**config.mk**
```make
export PLATFORM = sky130hd
export DESIGN_NAME = btn_event_arbiter
export DESIGN_NICKNAME = d
export VERILOG_FILES = /design/src/rtl/btn_event_arbiter.sv
export SDC_FILE = /design/constraint.sdc
export NUM_CORES = 1
export LEC_CHECK = 0
export ABC_AREA = 1
export CAP_MARGIN = 15
export CORE_MARGIN = 10
export CORE_UTILIZATION = 50
export DETAILED_ROUTE_END_ITERATION = 8
export GPL_TIMING_DRIVEN = 0
export PLACE_DENSITY = 0.77
export RECOVER_POWER = 50
export REMOVE_ABC_BUFFERS = 1
export SKIP_LAST_GASP = 1
export SYNTH_ARGS = -nofsm -noshare
export SYNTH_HDL_FRONTEND = slang
export SYNTH_SLANG_ARGS = --single-unit
```
**constraint.sdc**
```tcl
create_clock -name CLK100_I -period 4.5 [get_ports CLK100_I]
set_clock_uncertainty 0.15 [all_clocks]
set_input_delay 1.35 -clock CLK100_I [delete_from_list [all_inputs] [get_ports CLK100_I]]
set_output_delay 1.35 -clock CLK100_I [all_outputs]
set_load 0.02 [all_outputs]
```
**src/rtl/btn_event_arbiter.sv**
```systemverilog
// btn_event_arbiter
// Turns five debounced push-buttons into a queued stream of press events.
// Rising edges are arbitrated round-robin, one per cycle, into a small
// first-word-fall-through FIFO. Each entry is tagged with a 16-bit switch
// snapshot. A consumer drains the FIFO through a valid/ready handshake.
// Optional feature macro: BTN_REPEAT_EN
//   defined   -> a lone held button generates auto-repeat events
//   undefined -> only rising edges create events; EVT_REP_O is always 0
module btn_event_arbiter #(
    parameter int FIFO_DEPTH = 4,
    parameter int HOLD_CYC   = 50_000_000,
    parameter int REP_CYC    = 10_000_000
) (
    input  logic                          CLK100_I,
    input  logic                          RSTN_I,
    input  logic [4:0]                    DBTN_I,
    input  logic [15:0]                   SW_I,
    input  logic                          EVT_READY_I,
    output logic                          EVT_VALID_O,
    output logic [2:0]                    EVT_CODE_O,
    output logic                          EVT_REP_O,
    output logic [15:0]                   EVT_SW_O,
    output logic [$clog2(FIFO_DEPTH):0]   FIFO_CNT_O,
    output logic                          OVF_O,
    input  logic                          OVF_CLR_I
);

    localparam int AW = $clog2(FIFO_DEPTH);
    localparam int CW = AW + 1;
    localparam logic [CW-1:0] DEPTH_C = CW'(FIFO_DEPTH);

    // Reject configurations the pointer arithmetic and timers cannot handle.
    if ((FIFO_DEPTH < 2) || ((FIFO_DEPTH & (FIFO_DEPTH - 1)) != 0) ||
        (HOLD_CYC < 1) || (REP_CYC < 1)) begin : g_bad_cfg
        $error("btn_event_arbiter: unsupported parameter set");
    end

    // Entry layout: {code[2:0], rep, sw[15:0]}
    logic [19:0]   r_mem [FIFO_DEPTH];
    logic [AW-1:0] r_wr;
    logic [AW-1:0] r_rd;
    logic [CW-1:0] r_cnt;

    logic [4:0]    r_prev;
    logic [4:0]    r_pend;
    logic [4:0]    r_pend_rep;
    logic [2:0]    r_rr;
    logic          r_ovf;

    logic [4:0]    w_rise;
    logic [4:0]    w_rep_set;
    logic [4:0]    w_set;
    logic [2:0]    w_gnt_idx;
    logic          w_gnt_vld;
    logic [4:0]    w_gnt_oh;
    logic          w_gnt_rep;
    logic          w_pop;
    logic          w_push;
    logic [4:0]    w_clr;
    logic          w_coal;

`ifdef BTN_REPEAT_EN
    logic [31:0]   r_timer;
    logic          r_rep_ph;
    logic          w_single;
    logic          w_stable;
    logic [31:0]   w_limit;
    logic          w_fire;

    // Hold detection: a lone, unchanged button counts toward its next repeat.
    always_comb begin
        w_single  = (DBTN_I != 5'd0) && ((DBTN_I & (DBTN_I - 5'd1)) == 5'd0);
        w_stable  = (DBTN_I == r_prev);
        w_limit   = r_rep_ph ? 32'(REP_CYC - 1) : 32'(HOLD_CYC - 1);
        w_fire    = w_single && w_stable && (r_timer == w_limit);
        w_rep_set = w_fire ? DBTN_I : 5'd0;
    end

    // Hold timer: first period is HOLD_CYC, later periods REP_CYC.
    always_ff @(posedge CLK100_I or negedge RSTN_I) begin
        if (!RSTN_I) begin
            r_timer  <= 32'd0;
            r_rep_ph <= 1'b0;
        end else if (!(w_single && w_stable)) begin
            r_timer  <= 32'd0;
            r_rep_ph <= 1'b0;
        end else if (w_fire) begin
            r_timer  <= 32'd0;
            r_rep_ph <= 1'b1;
        end else begin
            r_timer  <= r_timer + 32'd1;
        end
    end
`else
    // No repeat source: only rising edges create events.
    assign w_rep_set = 5'd0;
`endif

    // Round-robin grant among pending buttons, starting at the RR pointer.
    always_comb begin
        w_gnt_idx = 3'd0;
        for (int k = 4; k >= 0; k--) begin
            w_gnt_idx = r_pend[(int'(r_rr) + k) % 5] ? 3'((int'(r_rr) + k) % 5) : w_gnt_idx;
        end
        w_gnt_vld = (r_pend != 5'd0);
        w_gnt_oh  = w_gnt_vld ? (5'd1 << w_gnt_idx) : 5'd0;
        w_gnt_rep = |(w_gnt_oh & r_pend_rep);
    end

    // Push/pop decisions and pending-set bookkeeping.
    always_comb begin
        w_rise = DBTN_I & ~r_prev;
        w_set  = w_rise | w_rep_set;
        w_pop  = (r_cnt != '0) && EVT_READY_I;
        w_push = w_gnt_vld && ((r_cnt < DEPTH_C) || w_pop);
        w_clr  = w_push ? w_gnt_oh : 5'd0;
        w_coal = |(w_set & r_pend & ~w_clr);
    end

    // Edge history, pending sets, RR pointer and sticky overflow flag.
    always_ff @(posedge CLK100_I or negedge RSTN_I) begin
        if (!RSTN_I) begin
            r_prev     <= 5'd0;
            r_pend     <= 5'd0;
            r_pend_rep <= 5'd0;
            r_rr       <= 3'd0;
            r_ovf      <= 1'b0;
        end else begin
            r_prev     <= DBTN_I;
            r_pend     <= (r_pend & ~w_clr) | w_set;
            r_pend_rep <= (r_pend_rep & ~w_clr & ~w_rise) | w_rep_set;
            if (w_push) begin
                r_rr <= (w_gnt_idx == 3'd4) ? 3'd0 : (w_gnt_idx + 3'd1);
            end
            if (OVF_CLR_I) begin
                r_ovf <= 1'b0;
            end else if (w_coal) begin
                r_ovf <= 1'b1;
            end
        end
    end

    // Event FIFO storage, pointers and occupancy.
    always_ff @(posedge CLK100_I or negedge RSTN_I) begin
        if (!RSTN_I) begin
            for (int i = 0; i < FIFO_DEPTH; i++) begin
                r_mem[i] <= 20'd0;
            end
            r_wr  <= '0;
            r_rd  <= '0;
            r_cnt <= '0;
        end else begin
            if (w_push) begin
                r_mem[r_wr] <= {w_gnt_idx, w_gnt_rep, SW_I};
                r_wr        <= r_wr + AW'(1);
            end
            if (w_pop) begin
                r_rd <= r_rd + AW'(1);
            end
            case ({w_push, w_pop})
                2'b10:   r_cnt <= r_cnt + CW'(1);
                2'b01:   r_cnt <= r_cnt - CW'(1);
                default: r_cnt <= r_cnt;
            endcase
        end
    end

    assign EVT_VALID_O = (r_cnt != '0);
    assign EVT_CODE_O  = r_mem[r_rd][19:17];
    assign EVT_REP_O   = r_mem[r_rd][16];
    assign EVT_SW_O    = r_mem[r_rd][15:0];
    assign FIFO_CNT_O  = r_cnt;
    assign OVF_O       = r_ovf;

endmodule

```
; After elaboration in Yosys (flattened, before gate mapping)
; Index checks and enable logic that the tools add are counted.
[totals]
elab_cells = 94
in_bits = 25
memories = 0
ram_bits = 0
mem_bits_ro = 0
regBits = 106
output_inout_bits = 25
latch_bits = 0
[classes]
n_eq_ne = 3
n_reduce_logical = 10
shift = 1
mul = 0
muxes = 32
n_bitwise = 13
div_mod_pow = 5
n_addsub = 9
magnitude_cmp = 9
[ops]
columns = cell, n
row1 = $lt 32x5->1 const B, 5
row2 = $mod 32x4->32 const B, 4
row3 = $bwmux 80, 1
row4 = $mux 20, 3
row5 = $bmux 20 s2, 1
row6 = $demux 20 s2, 1
row7 = $and 5x5->5, 7
row8 = $mod 4x4->32 const B, 1
row9 = $mux 3, 6
row10 = $bmux 1 s3, 5
row11 = $not 5->5, 3
row12 = $mux 1, 12
row13 = $mux 5, 2
row14 = $reduce_or 5->1, 2
row15 = $add 3x2->4 const B, 2
row16 = $add 3x1->3 const B, 2
row17 = $ge 3x3->1 const B, 2
row18 = $not 2->3, 2
row19 = $pmux 3 s2, 1
row20 = $or 5x5->5, 1
row21 = $reduce_bool 5->1, 1
row22 = $shl 1x3->5 const A, 1
row23 = $add 2x1->2 const B, 2
row24 = $add 3x1->4 const B, 1
row25 = other kinds (11), 14

; Logic depth before layout (Yosys ltp)
; Gate-level depths: netlist (run 1).
[depth]
ltp_word = 18
ltp_mapped = 36

; Worst setup path before layout (run 1)
; OpenSTA, ideal clock, no wires.
[synth_timing]
kind = reg-to-reg
from = reg r_rr[0]
to = reg r_ovf (netlist: OVF_O)
path_stages_with_launch = 34
path_buffers = 1
synth_period_minus_slack_ns = 4.151
arrival_ns = 3.886
path_slack_ns = 0.349
cell_sequence = dfrtp_1 > buf_4 > inv_2 > ha_1 > inv_1 > ha_1 > inv_1 > nand3_1 > nand2_1 > xor2_1 > ha_1 > nand2_1 > nand3_2 > nand2_2 > o21ai_0 > nand3_1 > nand2_1 > nand2_1 > nand2_1 > inv_1 > o21ai_1 > o211ai_1 > o211ai_1 > nand2_1 > o21ai_2 > ha_1 > ha_1 > inv_1 > nor2_1 > inv_1 > a31oi_1 > nand2_1 > nor2_1 > nor2_1
[synth_via]
elab_chain_cells = 17
elab_cells_between_ends = 36
classes_between = add/sub: 4 / div: 5 / shift: 1 / mux: 22 / bitwise: 2 / reduce/logical: 2
[synth_rtl]
columns = item, line_no
row1 = start: declaration, 47  ; logic [2:0] r_rr;
row2 = start signal: assignment, 133  ; r_rr <= (w_gnt_idx == 3'd4) ? 3'd0 : (w_gnt_idx + 3'd1);
row3 = $add 3x3->4, 103  ; w_gnt_idx = r_pend[(int'(r_rr) + k) % 5] ? 3'((int'(r_rr) + k) % 5) : w_gnt_idx;
row4 = $mod 32x4->32, 103
row5 = $bmux 1 s3, 103
row6 = $mux 1 (not written as such) (2 in a row), 103
row7 = $mux 3 (4 in a row), 103
row8 = $mux 3 *, 103
row9 = named net w_gnt_idx[1], 53  ; logic [2:0] w_gnt_idx;
row10 = $shl 1x3->5 *, 106  ; w_gnt_oh = w_gnt_vld ? (5'd1 << w_gnt_idx) : 5'd0;
row11 = $mux 5 *, 106
row12 = $mux 5 *, 116  ; w_clr = w_push ? w_gnt_oh : 5'd0;
row13 = $not 5->5 *, 117  ; w_coal = |(w_set & r_pend & ~w_clr);
row14 = $and 5x5->5 *, 117
row15 = $reduce_or 5->1 *, 117
row16 = $reduce_bool 2->1 (no source line) *, -
row17 = end signal: assignment, 127  ; r_ovf <= 1'b0;
row18 = end signal: assignment, 136  ; r_ovf <= 1'b0;
row19 = end signal: assignment, 138  ; r_ovf <= 1'b1;
row20 = end: declaration, 48  ; logic r_ovf;
; Mark *: on every way through the listed nets, which the timed path passes. The rest lies on a longest branch. The select of a mux whose other input is x is not followed.
; A chain may end at the register's enable or synchronous reset.

; Worst setup path after layout (run 1)
[layout_timing]
from = reg r_rd[1]
to = out EVT_CODE_O[1]
[layout_via]
elab_chain_cells = 4
[layout_rtl]
columns = item, line_no
row1 = start: declaration, 41  ; logic [AW-1:0] r_rd;
row2 = start signal: assignment, 158  ; r_rd <= r_rd + AW'(1);
row3 = $not 2->3 (not written as such), 169  ; assign EVT_CODE_O = r_mem[r_rd][19:17];
row4 = $bmux 20 s2, 169
row5 = $mux 20 (2 in a row), -
row6 = end: declaration, 20  ; output logic [2:0] EVT_CODE_O,
; Every way passes these cells. The select of a mux whose other input is x is not followed.

==> results.cfg, run 1 <==
[outcome]
status = finished with violations
violations = capacitance limit, slew limit

[worst_setup_path]
reg2reg_to = OVF_O
cp_max_fo = 22
r2r-start = r_rr[1]
crit_buf_inv = 2
cp.required_ns = 3.00
cpPeakStageDelay_ns = 0.70
rr_worst_depth = 34
reg2reg_slack_ns = 0.22
cpMaxStageDelayCell = inv_1
path_delay_family = buffers and inverters
cp-startpoint = r_rd[1]
end_kind = output pin
cp_data_arrival_time_ns = 2.86
worstSetupPathType = reg -> out
startpoint_type = register
path_cells = inv_1 -> o21ai_0 -> o22ai_1 -> clkdlybuf4s50_1

[logic_synthesis]
yosysMostFrequentCell = nand2_1
synth_area_leaders = dfrtp_1 (46%), o21ai_0 (12%), nand2_1 (11%)
synth_top_family_by_area = simple AND/OR/NAND/NOR gates
ys_ff_latch = 106
synth_edf_count = 0
synth_compound_area_share_pct = 17.2
yosys-top-cells-count = nand2_1 (168), o21ai_0 (135), dfrtp_1 (106)
synthSimpleGateAreaFrac_pct = 21.0
synth_warnings = 0
synth_top_area_share_pct = 45.7
syn_area_sq_um = 5810
avgSynthCellArea_sq_um = 7.94
synth_mux_area_share_pct = 0.172
synthAdderAreaFrac_pct = 6.38
synth-xor-area-share_pct = 2.35
synth_cell_types = 38
synth_ff_type = dfrtp_1
synth_async_sr_flop_share_pct = 100
synthCells = 731
ys_seq_area_share_pct = 45.7
yosys.area.top_type = dfrtp_1

[global_routing]
track_usage_pct = 17.2
grt_antenna_before_repair = 0
grt_max_degree = 69
grt_pass1_vias = 5015
grt.overflow.total = 0
grt_pass1_wl_um = 23600

[min_path]
min_path_type = reg -> reg
holdPathStages = 2
hold_end = r_mem[46]
min_from = r_mem[46]

[clock_tree]
clock_latency_ns = 0.35
cts_buffers = 9
htree_levels = 3
cts_tree = done
clk_pin_slew_worst_paths_ns = 0.07
ctsLongestPathBuffers = 2
cts_sinks = 106
root_buffer = clkbuf_16

[place]
placed_area_sq_um = 6430
numPortBuffers = 49
hpwl_um = 9190
gp_congestion = 0.841

[route]
drc = 0
ant_nets = 0
avgRoutedWirePerCell_um = 15.6
drt-pass1-iter-count = 4
drt-total-wl_um = 14400
vias_per_cell = 5.55
num_vias = 5128
drt_iter0_markers = 398

[floorplan]
die_x_um = 128
rows = 39
fp.dieH_um = 128
io_pins = 50
die_area_sq_um = 16300
start_util_pct = 50.9
core_area_sq_um = 11400

[finish]
seqCellArea_sq_um = 2660
post-route-cell-area_sq_um = 6990
multiInputGateArea_sq_um = 2820
diodes = 0
fillCellCount = 993
synthToLayoutAreaGrowth_pct = 20.3
drive_gt1_share_pct = 10.8
fin_nets = 830

[timing]
fin_crit_ns = 4.36
setup_viol = 0
hold_viol = 0
finalCritPeriodShare_pct = 97.0
clock.fmax_mhz = 229
worst_pin_slew_ns = 2.07
finalMaxSlewViolations = 40
grt_setup_unrepaired = yes
max-slew-margin-rel_pct = -38.2

[run]
maxCapViolCount = 1
-- worst min-delay path: stages (launching register included) --
cell and delay (ns):
dfrtp_1 0.34, nand2_1 0.05, o21ai_0 0.06
-- state kept, by name, summed over array words and instances, names as in the netlist --
| signal | flops |
|---|---|
| r_pend_rep | 5 |
| FIFO_CNT_O | 3 |
| r_pend | 5 |
| r_rr | 3 |
| r_rd | 2 |
| r_prev | 5 |
| OVF_O | 1 |
| r_mem | 80 |
| r_wr | 2 |
-- kinds of logic (layout without fill, tap and decap cells) --
family,count (synthesis),after routing
adder cells (fa/ha/maj),29,29
AND/OR/NAND/NOR,285,285
buffers and inverters,110,160
XOR/XNOR,13,13
flip-flops,106,106
AO/OA/AOI/OAI,187,187
multiplexers,1,1
-- worst max path at each step --
stage	slack (ns)	cells past startpoint	to
2_1_floorplan	0.30	32	OVF_O
4_1_cts	-0.04	34	OVF_O
6_report	0.14	4	EVT_CODE_O[1]
3_5_place_dp	-0.45	32	OVF_O
3_3_place_gp	-1.93	1	r_prev[0]
5_1_grt	-0.14	34	OVF_O
-- stage by stage --
step	setup TNS, ns	hold slack (ns)	setup slack [ns]	instances	utilization [%]
detailed placement	-3.27	0.318	-0.452	896	56.3
CTS	-0.0435	0.336	-0.0435	915	59.5
global placement	-209.55	0.308	-1.93	893	55.7
global route	-0.140	0.347	-0.140	924	61.2
floorplan	0	0.298	0.295	701	-
finish	0	0.333	0.137	924	61.2
-- metal layers --
| layer | global-route usage, % | up-vias | share of wire (%) | routed length [um] |
|---|---|---|---|---|
| li1 | - | 2477 | - | - |
| met1 | 21.0 | 2485 | 43 | 6220 |
| met5 | 0 | - | 0 | 0 |
| met3 | 4.30 | 16 | 6.6 | 949 |
| met4 | 5.50 | 0 | 1.4 | 197 |
| met2 | 28.9 | 150 | 49 | 7060 |
-- cells in the final DEF (no fill, tap or decap), types with 5 or more instances in the layout --
cell type / n
xor2_1: 6
inv_1: 71
nand2_1: 162
clkbuf_16: 9
o21ai_0: 134
o211ai_1: 5
nand4_1: 5
nand3_1: 32
ha_1: 22
dfrtp_1: 102
nor2_1: 54
a21oi_1: 13
clkdlybuf4s50_1: 40
inv_2: 6
nand2_2: 11
dlygate4sd3_1: 8
o22ai_1: 20
buf_4: 8
-- cell type report --
class                      instances  area share, %
timing repair inverter             1          0.107
clock buffer                      10           3.28
sequential                       106           38.1
inverter                          80           4.58
timing repair buffer              63           9.69
clock inverter                     6           1.38
tap                              143           2.56
multi-input combinational        515           40.3
-- repair_timing --
action | 4_1_cts | 5_1_grt
endpoints found under the hold margin | 0 | 0
gates resized for setup | 8 | 26
setup endpoints to repair | 36 | 19
pin swaps | 0 | 9
setup buffers | 2 | 6
gates cloned | 1 | 0
hold buffers | 0 | 0
Power of run 1 is left out: the tool's default activity adds up to more than one toggle a clock period on the data nets, which glitch-free logic cannot reach.
==> run 2: changes to the inputs <==
ABC_CLOCK_PERIOD_IN_PS = 4500   (was default)
GPL_TIMING_DRIVEN = default   (was 0)
==> run 2 against run 1 <==
The flow still finishes with violations (capacitance limit, slew limit). Via count fell by 0.43%. Hold slack got worse by 0.0044 ns. Sequential share of layout area rose by 0.27 points. Global-route usage rose by 0.15 points. Non-clock buffer count rose by 5. Register-to-register slack improved by 0.14 ns. Cell area fell by 0.93%. Critical path depth rose by 29. Cell count rose by 0.43%. Die area did not move.
==> results.cfg, run 2 (synthesis gave the netlist of run 1 again) <==
[worst_setup_path]
r2r-start = r_rr[1]
startpoint_type = register
cpMaxStageDelayCell = dfrtp_1
cp_max_fo = 5
cp-startpoint = r_rr[1]
rr_worst_depth = 33
cp.required_ns = 4.59
end_kind = register
cp_data_arrival_time_ns = 4.23
worstSetupPathType = reg -> reg
cpPeakStageDelay_ns = 0.39
cp_common_cell = nand2_1

[timing]
finalMaxSlewViolations = 107
finalCritPeriodShare_pct = 91.9
hold_viol = 0
clock.fmax_mhz = 242
worst_hold_slack_ns = 0.329
fin_setup_tns_ns = 0
max-slew-margin-rel_pct = -71.1
setup_viol = 0
fin_crit_ns = 4.14
worst_pin_slew_ns = 2.57

[route]
ant_nets = 0
avgRoutedWirePerCell_um = 15.1
num_vias = 5106
drc = 0
vias_per_cell = 5.50
drt-total-wl_um = 14000
drt-pass1-iter-count = 5
drt_iter0_markers = 383

[clock_tree]
ctsLongestPathBuffers = 2
cts_buffers = 9
htree_levels = 3
cts_sinks = 106
clock_latency_ns = 0.35
cts_tree = done
clk_pin_slew_worst_paths_ns = 0.07
root_buffer = clkbuf_16
holdBufCountCts = 0

[finish]
drive_gt1_share_pct = 11.6
post-route-cell-area_sq_um = 6920
top_register = r_mem
diodes = 0
synthToLayoutAreaGrowth_pct = 19.2
fin_nets = 834
layout_common_cells = nand2_1 (161), o21ai_0 (133), dfrtp_1 (105)
layout_commonest_cell = nand2_1
largest_reg_flops = 80

[outcome]
status = finished with violations
violations = capacitance limit, slew limit

[min_path]
min_path_type = reg -> reg
holdPathStages = 2
min_from = r_mem[16]

[floorplan]
die_area_sq_um = 16300
core_area_sq_um = 11400
die_x_um = 128
fp.dieH_um = 128
rows = 39
start_util_pct = 50.9
io_pins = 50

[global_routing]
track_usage_pct = 17.3
grt_pass1_wl_um = 23800
grt_max_degree = 107
met1_usage_pct = 21.4
grt_pass1_vias = 5034
use_met3_pct = 3.60
grt.overflow.total = 0
grt_antenna_before_repair = 0
met2_usage_pct = 29.5
grt_busiest_layer = met2

[run]
maxCapViolCount = 1

[place]
gp_congestion = 0.882
numPortBuffers = 49
hpwl_um = 9440
placed_area_sq_um = 6470
## run 2: metrics by stage
stage,setup WS (ns),instances,utilization (%)
floorplan,0.295,701,-
global placement,0.397,906,56.6
detailed placement,0.255,906,56.6
CTS,0.151,922,59.3
global route,-0.00759,928,60.6
finish,0.363,928,60.6
## run 2: cell type report
cell class,instances,area (sq um)
flip-flops and latches,106,2650
inverters,80,300
repair buffers,68,628
fillers,991,4500
clock buffers,11,243
well taps,143,179
clock inverters,5,62.6
multi-input cells,515,2860
## run 2: path summary, 6_finish.rpt
path / to / slack [ns]
hold reg to reg: r_mem[16] / 0.33
setup reg to reg: OVF_O / 0.36
max in group asynchronous: r_rr[2] / 0.81
min in group asynchronous: r_mem[12] / 1.75
hold / removal: r_mem[16] / 0.33
setup / recovery: OVF_O / 0.36
## run 2: timing repair
action / CTS / global route
buffers inserted: 0 / 6
setup endpoints to repair: 0 / 15
resized for setup: 0 / 33
## run 2: worst max-delay path: cells and delay by family, from the launching register on
kind | cells | cell delay (ns)
adders and majority gates | 5 | 1.01
xor gates and xnor gates | 1 | 0.20
AOI/OAI and AO/OA | 2 | 0.30
buffers and inverters | 6 | 0.42
DFF | 1 | 0.39
and+or+nand+nor | 19 | 1.55
## run 2: routing by layer
metal  wire length, um  part of all wire, %
met5                 0                    0
met4               301                  2.1
met2              6860                   49
met3               855                  6.1
met1              6020                   43
Power of run 2 is left out for the same reason.
==> run 3: changes to the inputs <==
CORE_MARGIN = default   (was 10)
CORE_UTILIZATION = 58   (was 50)
HOLD_SLACK_MARGIN = 0.06   (was default)
PLACE_DENSITY = 0.86   (was 0.77)
==> run 3 against run 2 <==
The run ends with DRC, capacitance limit, slew limit left. First-iteration DRC count fell by 20%. Sequential share of layout area rose by 1.1 points. Count of clock-buffer cells in the layout fell by 1. Via count rose by 1.6%. Utilization rose by 8.6 points. Cell count fell by 1.2%. Largest cell class unchanged. Highest routed layer unchanged.
==> results.cfg, run 3 (synthesis gave the netlist of run 1 again) <==
[outcome]
status = finished with violations
violations = DRC, capacitance limit, slew limit

[worst_setup_path]
cp_common_cell = nand2_1
crit_buf_inv = 6
r2r-start = r_rr[1]
cpMaxStageDelayCell = dfrtp_2
cp_data_arrival_time_ns = 4.27
startpoint_type = register
end_kind = register
crit_cells = 33
rr_worst_depth = 33
cp_max_fo = 5
worstSetupPathType = reg -> reg
reg2reg_to = OVF_O
reg2reg_slack_ns = 0.35
cpPeakStageDelay_ns = 0.43
cp-startpoint = r_rr[1]
cp.required_ns = 4.62
path_delay_family = simple AND/OR/NAND/NOR gates
setup.worst_path.end = OVF_O

[clock_tree]
cts_sinks = 106
cts_buffers = 9
holdBufCountCts = 0
clk_pin_slew_worst_paths_ns = 0.11
root_buffer = clkbuf_8
ctsLongestPathBuffers = 2
clock_latency_ns = 0.37
cts_tree = done
htree_levels = 3

[finish]
drive_gt1_share_pct = 9.95
layout_commonest_cell = nand2_1
layout.cells.non_filler = 917
layout_common_cells = nand2_1 (164), o21ai_0 (133), dfrtp_1 (104)
fin_nets = 833
fillCellCount = 775
synthToLayoutAreaGrowth_pct = 16.0
diodes = 0
largest_reg_flops = 80
top_register = r_mem

[timing]
max-slew-margin-rel_pct = -8.56
fin_setup_tns_ns = 0
finalCritPeriodShare_pct = 92.2
grt_setup_unrepaired = no
worst_hold_slack_ns = 0.341
worst_pin_slew_ns = 1.63
finalMaxSlewViolations = 68
finalWorstSetupSlack_ns = 0.351
hold_viol = 0
setup_viol = 0
clock.fmax_mhz = 241
fin_crit_ns = 4.15

[global_routing]
grt.overflow.total = 0
grt_antenna_before_repair = 0
track_usage_pct = 27.3
grt_max_degree = 68
grt_pass1_wl_um = 22100
grt_pass1_vias = 4924

[floorplan]
start_util_pct = 59.7
fp.dieH_um = 102
die_area_sq_um = 10400
die_x_um = 102
core_area_sq_um = 9730
rows = 36
io_pins = 50

[place]
hpwl_um = 9070
dp.cells = 895
numPortBuffers = 49
dp_worst_setup_slack_ns = 0.0753
gp_congestion = 0.982

[route]
vias_per_cell = 5.66
drt_iter0_markers = 307
drc = 1
num_vias = 5186
avgRoutedWirePerCell_um = 14.6
drt-total-wl_um = 13400
ant_nets = 0
drt-pass1-iter-count = 8

[run]
maxCapViolCount = 1

[min_path]
min_path_type = reg -> reg
run 3: cell types whose count changed in the layout (fill, tap and decap cells not counted), moves of 3 or more:
cell       previous run  this run
buf_4                18        15
clkbuf_16             9         0
clkbuf_8              1        10
ha_1                 20        24
nand2_1             161       164
run 3: tightest hold or removal path, cell delays in order (launching register included):
cell and delay [ns]:
dfrtp_1 0.35, nand2_1 0.05, o21ai_0 0.06
run 3: repair_timing:
action,in CTS,in global routing
buffers inserted,0,6
setup endpoints to repair,0,18
resized for setup,0,17
run 3: layout make-up:
type	instances	area (sq um)	area share, %
multi-input cells	515	2790	41.4
clock buffers	10	138	2.04
flip-flops and latches	106	2660	39.4
clock inverters	6	61.3	0.910
well taps	133	166	2.47
repair buffers	67	626	9.29
inverters	80	300	4.46
run 3: how the worst min path moves through the flow:
stage / startpoint / to / slack, ns / cells past startpoint
2_1_floorplan: r_mem[20] / r_mem[20] / 0.30 / 2
6_report: r_mem[57] / r_mem[57] / 0.34 / 2
4_1_cts: r_mem[16] / r_mem[16] / 0.34 / 2
3_5_place_dp: r_mem[16] / r_mem[16] / 0.31 / 2
3_3_place_gp: r_mem[21] / r_mem[21] / 0.31 / 2
5_1_grt: r_mem[32] / r_mem[32] / 0.36 / 2
run 3: metrics by stage:
step	area [sq um]	utilization (%)
4_1_cts	6650	68.3
6_report	6730	69.2
3_3_place_gp	6450	66.3
5_1_grt	6730	69.2
2_1_floorplan	5690	-
3_5_place_dp	6450	66.3
run 3: layer usage:
metal,GRT usage (%),wire (um),vias to the layer above
li1,-,-,2485
met1,34.0,5620,2457
met2,45.6,6630,207
met3,5.81,792,37
met4,12.4,374,0
met5,0,0,-
Power of run 3 is left out for the same reason.
